==> src/rtl/bt656_pkg.sv <==
// Shared constants and types for the BT.656 -> RGB565 write path.
package bt656_pkg;

    localparam int K_RV       = 359;
    localparam int K_GU       = 88;
    localparam int K_GV       = 183;
    localparam int K_BU       = 454;
    localparam int CHROMA_OFS = 128;

    typedef struct packed {
        logic [4:0] r;
        logic [5:0] g;
        logic [4:0] b;
    } rgb565_t;

    function automatic logic [7:0] clamp8(input logic signed [17:0] val);
        if (val < 0)
            return 8'd0;
        else if (val > 18'sd255)
            return 8'hFF;
        else
            return val[7:0];
    endfunction

endpackage

==> src/rtl/ycbcr2rgb565.sv <==
// 3-stage YCbCr -> RGB565 pipeline with a travelling valid bit.
// BT656_WR_COLOR_EN selects full colour conversion; otherwise grayscale (R=G=B=Y).
module ycbcr2rgb565
    import bt656_pkg::*;
(
    input  logic       clk,
    input  logic       rst_n,
    input  logic       in_vld,
    input  logic [7:0] y,
    input  logic [7:0] cb,
    input  logic [7:0] cr,
    output logic       out_vld,
    output rgb565_t    out_pix
);

    logic [3:1] vld_pipe;
    logic [7:0] r8, g8, b8;

    always_ff @(posedge clk or negedge rst_n) begin
        if (!rst_n) vld_pipe <= '0;
        else        vld_pipe <= {vld_pipe[2:1], in_vld};
    end

`ifdef BT656_WR_COLOR_EN
    int                 d_cb, d_cr;
    logic [7:0]         s1_y;
    logic signed [17:0] s1_prv, s1_pgu, s1_pgv, s1_pbu;
    logic signed [17:0] y18;
    logic signed [17:0] s2_r, s2_g, s2_b;

    always_comb begin
        d_cb = int'(cb) - CHROMA_OFS;
        d_cr = int'(cr) - CHROMA_OFS;
    end

    assign y18 = $signed({10'd0, s1_y});

    always_ff @(posedge clk or negedge rst_n) begin
        if (!rst_n) begin
            s1_y   <= '0;
            s1_prv <= '0;
            s1_pgu <= '0;
            s1_pgv <= '0;
            s1_pbu <= '0;
            s2_r   <= '0;
            s2_g   <= '0;
            s2_b   <= '0;
        end else begin
            s1_y   <= y;
            s1_prv <= 18'(K_RV * d_cr);
            s1_pgu <= 18'(K_GU * d_cb);
            s1_pgv <= 18'(K_GV * d_cr);
            s1_pbu <= 18'(K_BU * d_cb);
            s2_r   <= y18 + (s1_prv >>> 8);
            s2_g   <= y18 - ((s1_pgu + s1_pgv) >>> 8);
            s2_b   <= y18 + (s1_pbu >>> 8);
        end
    end

    always_comb begin
        r8 = clamp8(s2_r);
        g8 = clamp8(s2_g);
        b8 = clamp8(s2_b);
    end
`else
    // Grayscale: chroma is ignored, two plain delay stages keep the latency at 3.
    logic [7:0] s1_y, s2_y;
    logic       unused_chroma;

    assign unused_chroma = ^{cb, cr};

    always_ff @(posedge clk or negedge rst_n) begin
        if (!rst_n) begin
            s1_y <= '0;
            s2_y <= '0;
        end else begin
            s1_y <= y;
            s2_y <= s1_y;
        end
    end

    always_comb begin
        r8 = s2_y;
        g8 = s2_y;
        b8 = s2_y;
    end
`endif

    logic unused_lsb;
    assign unused_lsb = ^{r8[2:0], g8[1:0], b8[2:0]};

    always_ff @(posedge clk or negedge rst_n) begin
        if (!rst_n) out_pix <= '0;
        else        out_pix <= '{r: r8[7:3], g: g8[7:2], b: b8[7:3]};
    end

    assign out_vld = vld_pipe[3];

endmodule

==> src/rtl/bt656_rgb_writer.sv <==
// BT.656 stream -> cropped RGB565 FIFO writes, frame-start pulse and sticky overflow.
// Colour conversion is enabled by defining BT656_WR_COLOR_EN (grayscale otherwise).
module bt656_rgb_writer
    import bt656_pkg::*;
#(
    parameter int H_START = 40,
    parameter int H_ACT   = 640,
    parameter int V_START = 20,
    parameter int V_ACT   = 240
) (
    input  logic        clk,
    input  logic        rst_n,
    input  logic        pix_en,
    input  logic [7:0]  y,
    input  logic [7:0]  cb,
    input  logic [7:0]  cr,
    input  logic        v,
    input  logic        h,
    input  logic [8:0]  line,
    input  logic        wr_full,
    output logic        wr_en,
    output logic [15:0] wr_data,
    output logic        frame_start,
    output logic        ovf
);

    localparam logic [10:0] H_LO = 11'(H_START);
    localparam logic [10:0] H_HI = 11'(H_START + H_ACT);
    localparam logic [8:0]  V_LO = 9'(V_START);
    localparam logic [8:0]  V_HI = 9'(V_START + V_ACT);

    logic [10:0] pix_cnt;
    logic        armed;
    logic        v_q;
    logic        in_win;
    logic        pipe_vld;
    rgb565_t     pipe_pix;

    // armed blocks capture after reset until a blanking interval realigns pix_cnt.
    assign in_win = pix_en && armed && !h && !v
                 && (line >= V_LO) && (line < V_HI)
                 && (pix_cnt >= H_LO) && (pix_cnt < H_HI);

    always_ff @(posedge clk or negedge rst_n) begin
        if (!rst_n) begin
            pix_cnt <= '0;
            armed   <= 1'b0;
        end else if (h || v) begin
            pix_cnt <= '0;
            armed   <= 1'b1;
        end else if (pix_en && pix_cnt != 11'h7FF) begin
            pix_cnt <= pix_cnt + 11'd1;
        end
    end

    always_ff @(posedge clk or negedge rst_n) begin
        if (!rst_n) begin
            v_q         <= 1'b0;
            frame_start <= 1'b0;
        end else begin
            v_q         <= v;
            frame_start <= v_q && !v;
        end
    end

    // A drop in the frame_start cycle must survive the clear.
    always_ff @(posedge clk or negedge rst_n) begin
        if (!rst_n)                  ovf <= 1'b0;
        else if (pipe_vld && wr_full) ovf <= 1'b1;
        else if (frame_start)        ovf <= 1'b0;
    end

    ycbcr2rgb565 u_conv (
        .clk     (clk),
        .rst_n   (rst_n),
        .in_vld  (in_win),
        .y       (y),
        .cb      (cb),
        .cr      (cr),
        .out_vld (pipe_vld),
        .out_pix (pipe_pix)
    );

    assign wr_en   = pipe_vld && !wr_full;
    assign wr_data = pipe_pix;

endmodule
==> config.mk <==
export PLATFORM = sky130hd
export DESIGN_NAME = bt656_rgb_writer
export DESIGN_NICKNAME = d
export VERILOG_FILES = /design/src/rtl/bt656_pkg.sv /design/src/rtl/ycbcr2rgb565.sv /design/src/rtl/bt656_rgb_writer.sv
export SDC_FILE = /design/constraint.sdc
export NUM_CORES = 1
export LEC_CHECK = 0
export ABC_AREA = 1
export ABC_CLOCK_PERIOD_IN_PS = 4400
export BUFFER_PORTS_ARGS = -buffer_cell sky130_fd_sc_hd__buf_2
export CELL_PAD_IN_SITES_DETAIL_PLACEMENT = 1
export CELL_PAD_IN_SITES_GLOBAL_PLACEMENT = 1
export CORE_ASPECT_RATIO = 1.2
export CORE_UTILIZATION = 30
export CTS_CLUSTER_SIZE = 8
export DETAILED_ROUTE_END_ITERATION = 12
export GPL_TIMING_DRIVEN = 0
export PLACE_DENSITY = 0.66
export SLEW_MARGIN = 20
export SYNTH_ARGS = -nofsm -noshare
export SYNTH_HDL_FRONTEND = slang
export SYNTH_HIERARCHICAL = 1
export SYNTH_SLANG_ARGS = --single-unit
==> constraint.sdc <==
create_clock -name clk -period 4.4 [get_ports clk]
set_input_delay 0 -clock clk [delete_from_list [all_inputs] [get_ports clk]]
set_output_delay 0 -clock clk [all_outputs]
set_load 0.02 [all_outputs]
=== After elaboration in Yosys (flattened, before gate mapping) ===
Cells that the tools add are included.

* Eq/ne operators: 1
* Multiplexer cells: 4
* Magnitude comparators: 4
* Reductions and logical operators: 17
* $add $sub $neg: 1

{| class="wikitable"
|+ Operators by type and width
! operator !! count
|-
| 2-to-1 mux 11 bit || 2
|-
| adder 11 x 1 -> 11 bit (second input constant) || 1
|-
| >= comparator 11 x 6 -> 1 bit (second input constant) || 1
|-
| logical AND 1 bit || 11
|-
| < comparator 11 x 10 -> 1 bit (second input constant) || 1
|-
| inequality test 11 bit (second input constant) || 1
|-
| >= comparator 9 x 5 -> 1 bit (second input constant) || 1
|-
| < comparator 9 bit (second input constant) || 1
|-
| nonzero test 2 bit || 2
|-
| zero test 1 bit || 3
|-
| 2-to-1 mux 1 bit || 2
|-
| logical OR 1 bit || 1
|}

* Output and inout bits: 19
* Logic and storage cells: 37
* Register bits: 45

=== Depth between registers and ports, before layout ===
* Word-level depth: 7
* Gate-level depth with buffers: 9
* Mapped depth without buffers: 9

=== By module ===
The synthesis kept the hierarchy.

{| class="wikitable"
|+ By module, submodules not included
! module !! cells each !! seq. area each (µm²) !! times used !! area an instance (µm²)
|-
| bt656_rgb_writer || 133 || 375.4 || 1 || 930.9
|-
| ycbcr2rgb565 || 31 || 525.5 || 1 || 600.6
|}

=== Worst setup path before layout ===
OpenSTA, ideal clock, no wires.

* Kind: register -> register
* Start: reg pix_cnt[0]
* End: reg pix_cnt[4]
* Data arrival time: 1303 ps
* Buffers on the path: 1
* Period minus slack after synthesis: 1421 ps
* Slack: 2979 ps
* Stages on the path, launching flop included: 10
* Cell sequence: dfrtp_1 ha_1 nand2_1 nor2_2 nand3_2 nand2_2 nand2_2 buf_6 nand2_2 o21ai_2

* Word-level cells in the longest chain between the ends: 3
* Elaborated cells on any way between the ends: 6
* Classes of those cells: 1 x add/sub; 1 x eq/ne; 2 x mux; 2 x reduce/logical

{| class="wikitable"
|+ Ends and longest elaborated chain
! item !! line !! RTL
|-
| from (decl) || bt656_rgb_writer.sv:32 || <nowiki>logic [10:0] pix_cnt;</nowiki>
|-
| from (signal assigned) || bt656_rgb_writer.sv:52 || <nowiki>pix_cnt <= pix_cnt + 11'd1;</nowiki>
|-
| adder 11 x 1 -> 11 bit / inequality test 11 bit (equally long branches) || bt656_rgb_writer.sv:52, bt656_rgb_writer.sv:51 ||
|-
| 2-to-1 mux 11 bit / logical AND 1 bit (equally long branches) || bt656_rgb_writer.sv:51 || <nowiki>end else if (pix_en && pix_cnt != 11'h7FF) begin</nowiki>
|-
| 2-to-1 mux 11 bit / nonzero test 2 bit (equally long branches) || n/a ||
|}

Parallel ways exist; a longest one is shown, timed or not. The select of a mux whose other input is x is not followed.
A chain may end at the register's enable or synchronous reset.

=== Final worst setup path ===
* Start: reg pix_cnt[0]
* End: reg pix_cnt[0]

Same word-level chain as after synthesis.

==> results.py <==
metrics = {
    "timing": {
        "slew-limit-headroom_pct": 48.7,
        "final_max_slew_viol_count": 0,
        "fin_crit_sh_pct": 36.9,
        "worst_clock_skew_ns": 0.00697,
        "holdWs_ns": 0.0364,
        "hold_violations": 0,
        "max_freq_mhz": 616,
        "rsz0062_at_grt": "false",
        "finalCriticalPeriod_ns": 1.62,
        "finalSetupViolCount": 0,
        "worst_pin_slew_ns": 0.769,
        "finalSetupTns_ns": 0,
    },
    "critical_path": {
        "crit_slowest_cell": "dfrtp_1",
        "r2r_start": "pix_cnt[0]",
        "cp-endpoint": "pix_cnt[0]",
        "critical_path.startpoint": "pix_cnt[0]",
        "cp_top_family": "simple AND/OR/NAND/NOR gates",
        "ff2ff_setup_slack_ns": 2.78,
        "arrival_ns": 1.80,
        "path_class": "reg2reg",
        "cp_slowest_stage_delay_ns": 0.44,
        "crit_chain": "ha_1, nand2_1, nor2_2, nand3_2, nand2_2, nand2_2, buf_6, nand3_1, nand2_1",
        "startpoint_type": "register",
        "reg2regPathDepth": 9,
        "path_depth": 9,
        "critPathMaxFanout": 10,
        "crit_required_ns": 4.58,
        "cp_num_buf_inv": 1,
        "timing.rr.end": "pix_cnt[0]",
        "cp-end-kind": "register",
    },
    "clocking": {
        "cts_resized": 0,
        "clock_path_buffers": 2,
        "path_clk_slew_ns": 0.07,
        "cts_tree": "built",
        "holdBufCountCts": 9,
        "ctsHtreeMaxLevel": 2,
        "numClockSinks": 36,
        "cts_buffers": 5,
        "cts_root_buf": "clkbuf_8",
        "post_cts_buffers": 0,
        "clock_latency_ns": 0.28,
    },
    "global_route": {
        "grt_pass1_wl_um": 5270,
        "grtUsageTotal_pct": 13.2,
        "grt_overflow": 0,
        "grt_pass1_vias": 1209,
        "antenna_found_initial": 0,
        "grt_max_degree": 37,
    },
    "placed_design": {
        "dp_hpwl_um": 2340,
        "port_buffers": 37,
        "dpl_cell_area_mm2": 0.00179,
        "place.gp.congestion": 0.759,
        "dp_cells": 261,
    },
    "yosys": {
        "synth-seq-cells": 36,
        "synth_top_family_by_area": "simple AND/OR/NAND/NOR gates",
        "synth_largest_area_cell": "dfrtp_1",
        "synthCells": 164,
        "avgSynthCellArea_um2": 9.34,
        "synth_top_area_share_pct": 58.8,
        "yosys_warnings": 6,
        "yosysUniqueCellTypes": 20,
        "synth-simple-area-share_pct": 24.8,
        "syn_area_mm2": 0.00153,
        "synth-seq-area-share_pct": 58.8,
        "synth_xor_area_share_pct": 1.14,
        "muxShareOfSynthArea_pct": 0,
        "synth-compound-area-share_pct": 3.35,
        "synthAdderAreaFrac_pct": 1.63,
        "synthTopCellsByArea": "dfrtp_1 (59%), nand2_1 (10%), buf_4 (4.9%)",
        "synthesis.nets": 205,
    },
    "min_path": {
        "hold_class": "in2reg",
    },
    "routing": {
        "wl_per_cell_um": 11.2,
        "ant_nets": 0,
        "first_pass_iters": 4,
        "routed_wl_um": 3130,
        "vias": 1204,
        "drt_iter0_markers": 12,
        "drc": 0,
        "via_per_inst": 4.33,
    },
    "floorplanning": {
        "rows": 28,
        "start_util_pct": 31.2,
        "die_h_um": 80.3,
        "die_w_um": 67.2,
        "die_area_mm2": 0.00540,
        "core_mm2": 0.00490,
        "io_pins": 58,
    },
    "layout": {
        "stdcell_area_mm2": 0.00199,
        "n_fill_cell": 601,
        "layout_commonest_cell": "nand2_1",
        "final_nets": 258,
        "mostFrequentLayoutCells": "nand2_1 (41), buf_2 (37), dfrtp_1 (36)",
        "drive_above_1_share_pct": 32.6,
        "area_growth_pct": 30.1,
        "diodes": 0,
        "stdcell_count": 278,
    },
    "status": {
        "run_status": "finished, final reports clean",
    },
    "flow_run": {
        "max-cap-violations": 0,
    },
    "power": {
        "cellLeakagePower_nw": 0.979,
        "power_density_mw_per_mm2": 345,
        "ir_drop_uv": 116,
    },
}
worst min path at each step:
stage          cells after the start        endpoint  startpoint  slack [ns]
6_report                           4      pix_cnt[8]           h        0.04
2_1_floorplan                      0           armed       rst_n       -0.30
3_3_place_gp                       1  u_conv/s1_y[3]        y[3]        0.11
4_1_cts                            4      pix_cnt[8]           h        0.04
5_1_grt                            3     pix_cnt[10]      pix_en        0.06
3_5_place_dp                       1  u_conv/s1_y[3]        y[3]        0.11
worst min-delay path: cells and delay by family:
family	cells	cell delay, ns
and+or+nand+nor	3	0.20
buffers and inverters	1	0.08
flip-flops by register name, summed over array words and instances, names as in the netlist:
name	count
v_q	1
u_conv/out_pix	6
u_conv/b8	6
armed	1
u_conv/s1_y	6
frame_start	1
pix_cnt	11
u_conv/vld_pipe	3
ovf	1
metrics by stage:
stage / setup WS (ns) / total power, mW / util, %
6_report: 2.78 / 0.688 / 40.6
5_1_grt: 2.61 / 0.722 / 40.6
4_1_cts: 2.74 / 0.703 / 40.6
3_5_place_dp: 2.77 / 0.405 / 36.5
3_3_place_gp: 2.78 / 0.403 / 36.5
2_1_floorplan: 2.98 / 0.378 / -
cell families after synthesis:
kind of cell,count (synthesis)
and+or+nand+nor,86
adders and majority gates,2
DFF,36
xor gates and xnor gates,2
buffers and inverters,30
AOI/OAI and AO/OA,8
per-layer routing:
metal / up-vias / global-route usage (%) / routed length [µm]
met5: - / 0 / 0
met4: 0 / 4.47 / 42
met3: 4 / 3.84 / 132
met2: 26 / 22.3 / 1630
met1: 572 / 15.5 / 1320
li1: 602 / - / -
cell type report:
| cell class | count | area [µm²] | share of cell area [%] |
|---|---|---|---|
| sequential | 36 | 901 | 45.2 |
| multi-input combinational | 98 | 473 | 23.7 |
| timing repair buffer | 46 | 275 | 13.8 |
| buffer | 11 | 86.3 | 4.33 |
| tap | 60 | 75.1 | 3.77 |
| inverter | 19 | 71.3 | 3.58 |
| clock buffer | 5 | 68.8 | 3.45 |
| clock inverter | 3 | 42.5 | 2.13 |
report_power, final:
| group | switching (mW) | total, mW | internal, mW |
|---|---|---|---|
| combinational | 0.0324 | 0.0575 | 0.0251 |
| clock | 0.117 | 0.285 | 0.168 |
| sequential | 0.00466 | 0.346 | 0.341 |
cells in the mapped netlist:
library cell and n:
nand3_2 1, nor3b_1 1, o21ai_0 4, xor2_1 2, o21ai_2 3, nor2_2 2, ha_1 2, nor3_1 2
a21oi_1 1, nand2_2 5, inv_1 16, inv_2 3, nand2_1 41, nand4_1 6, or2_2 1, buf_6 1
dfrtp_1 36, nand3_1 7, buf_4 10, nor2_1 20
Power figures use the tool's default switching activity.
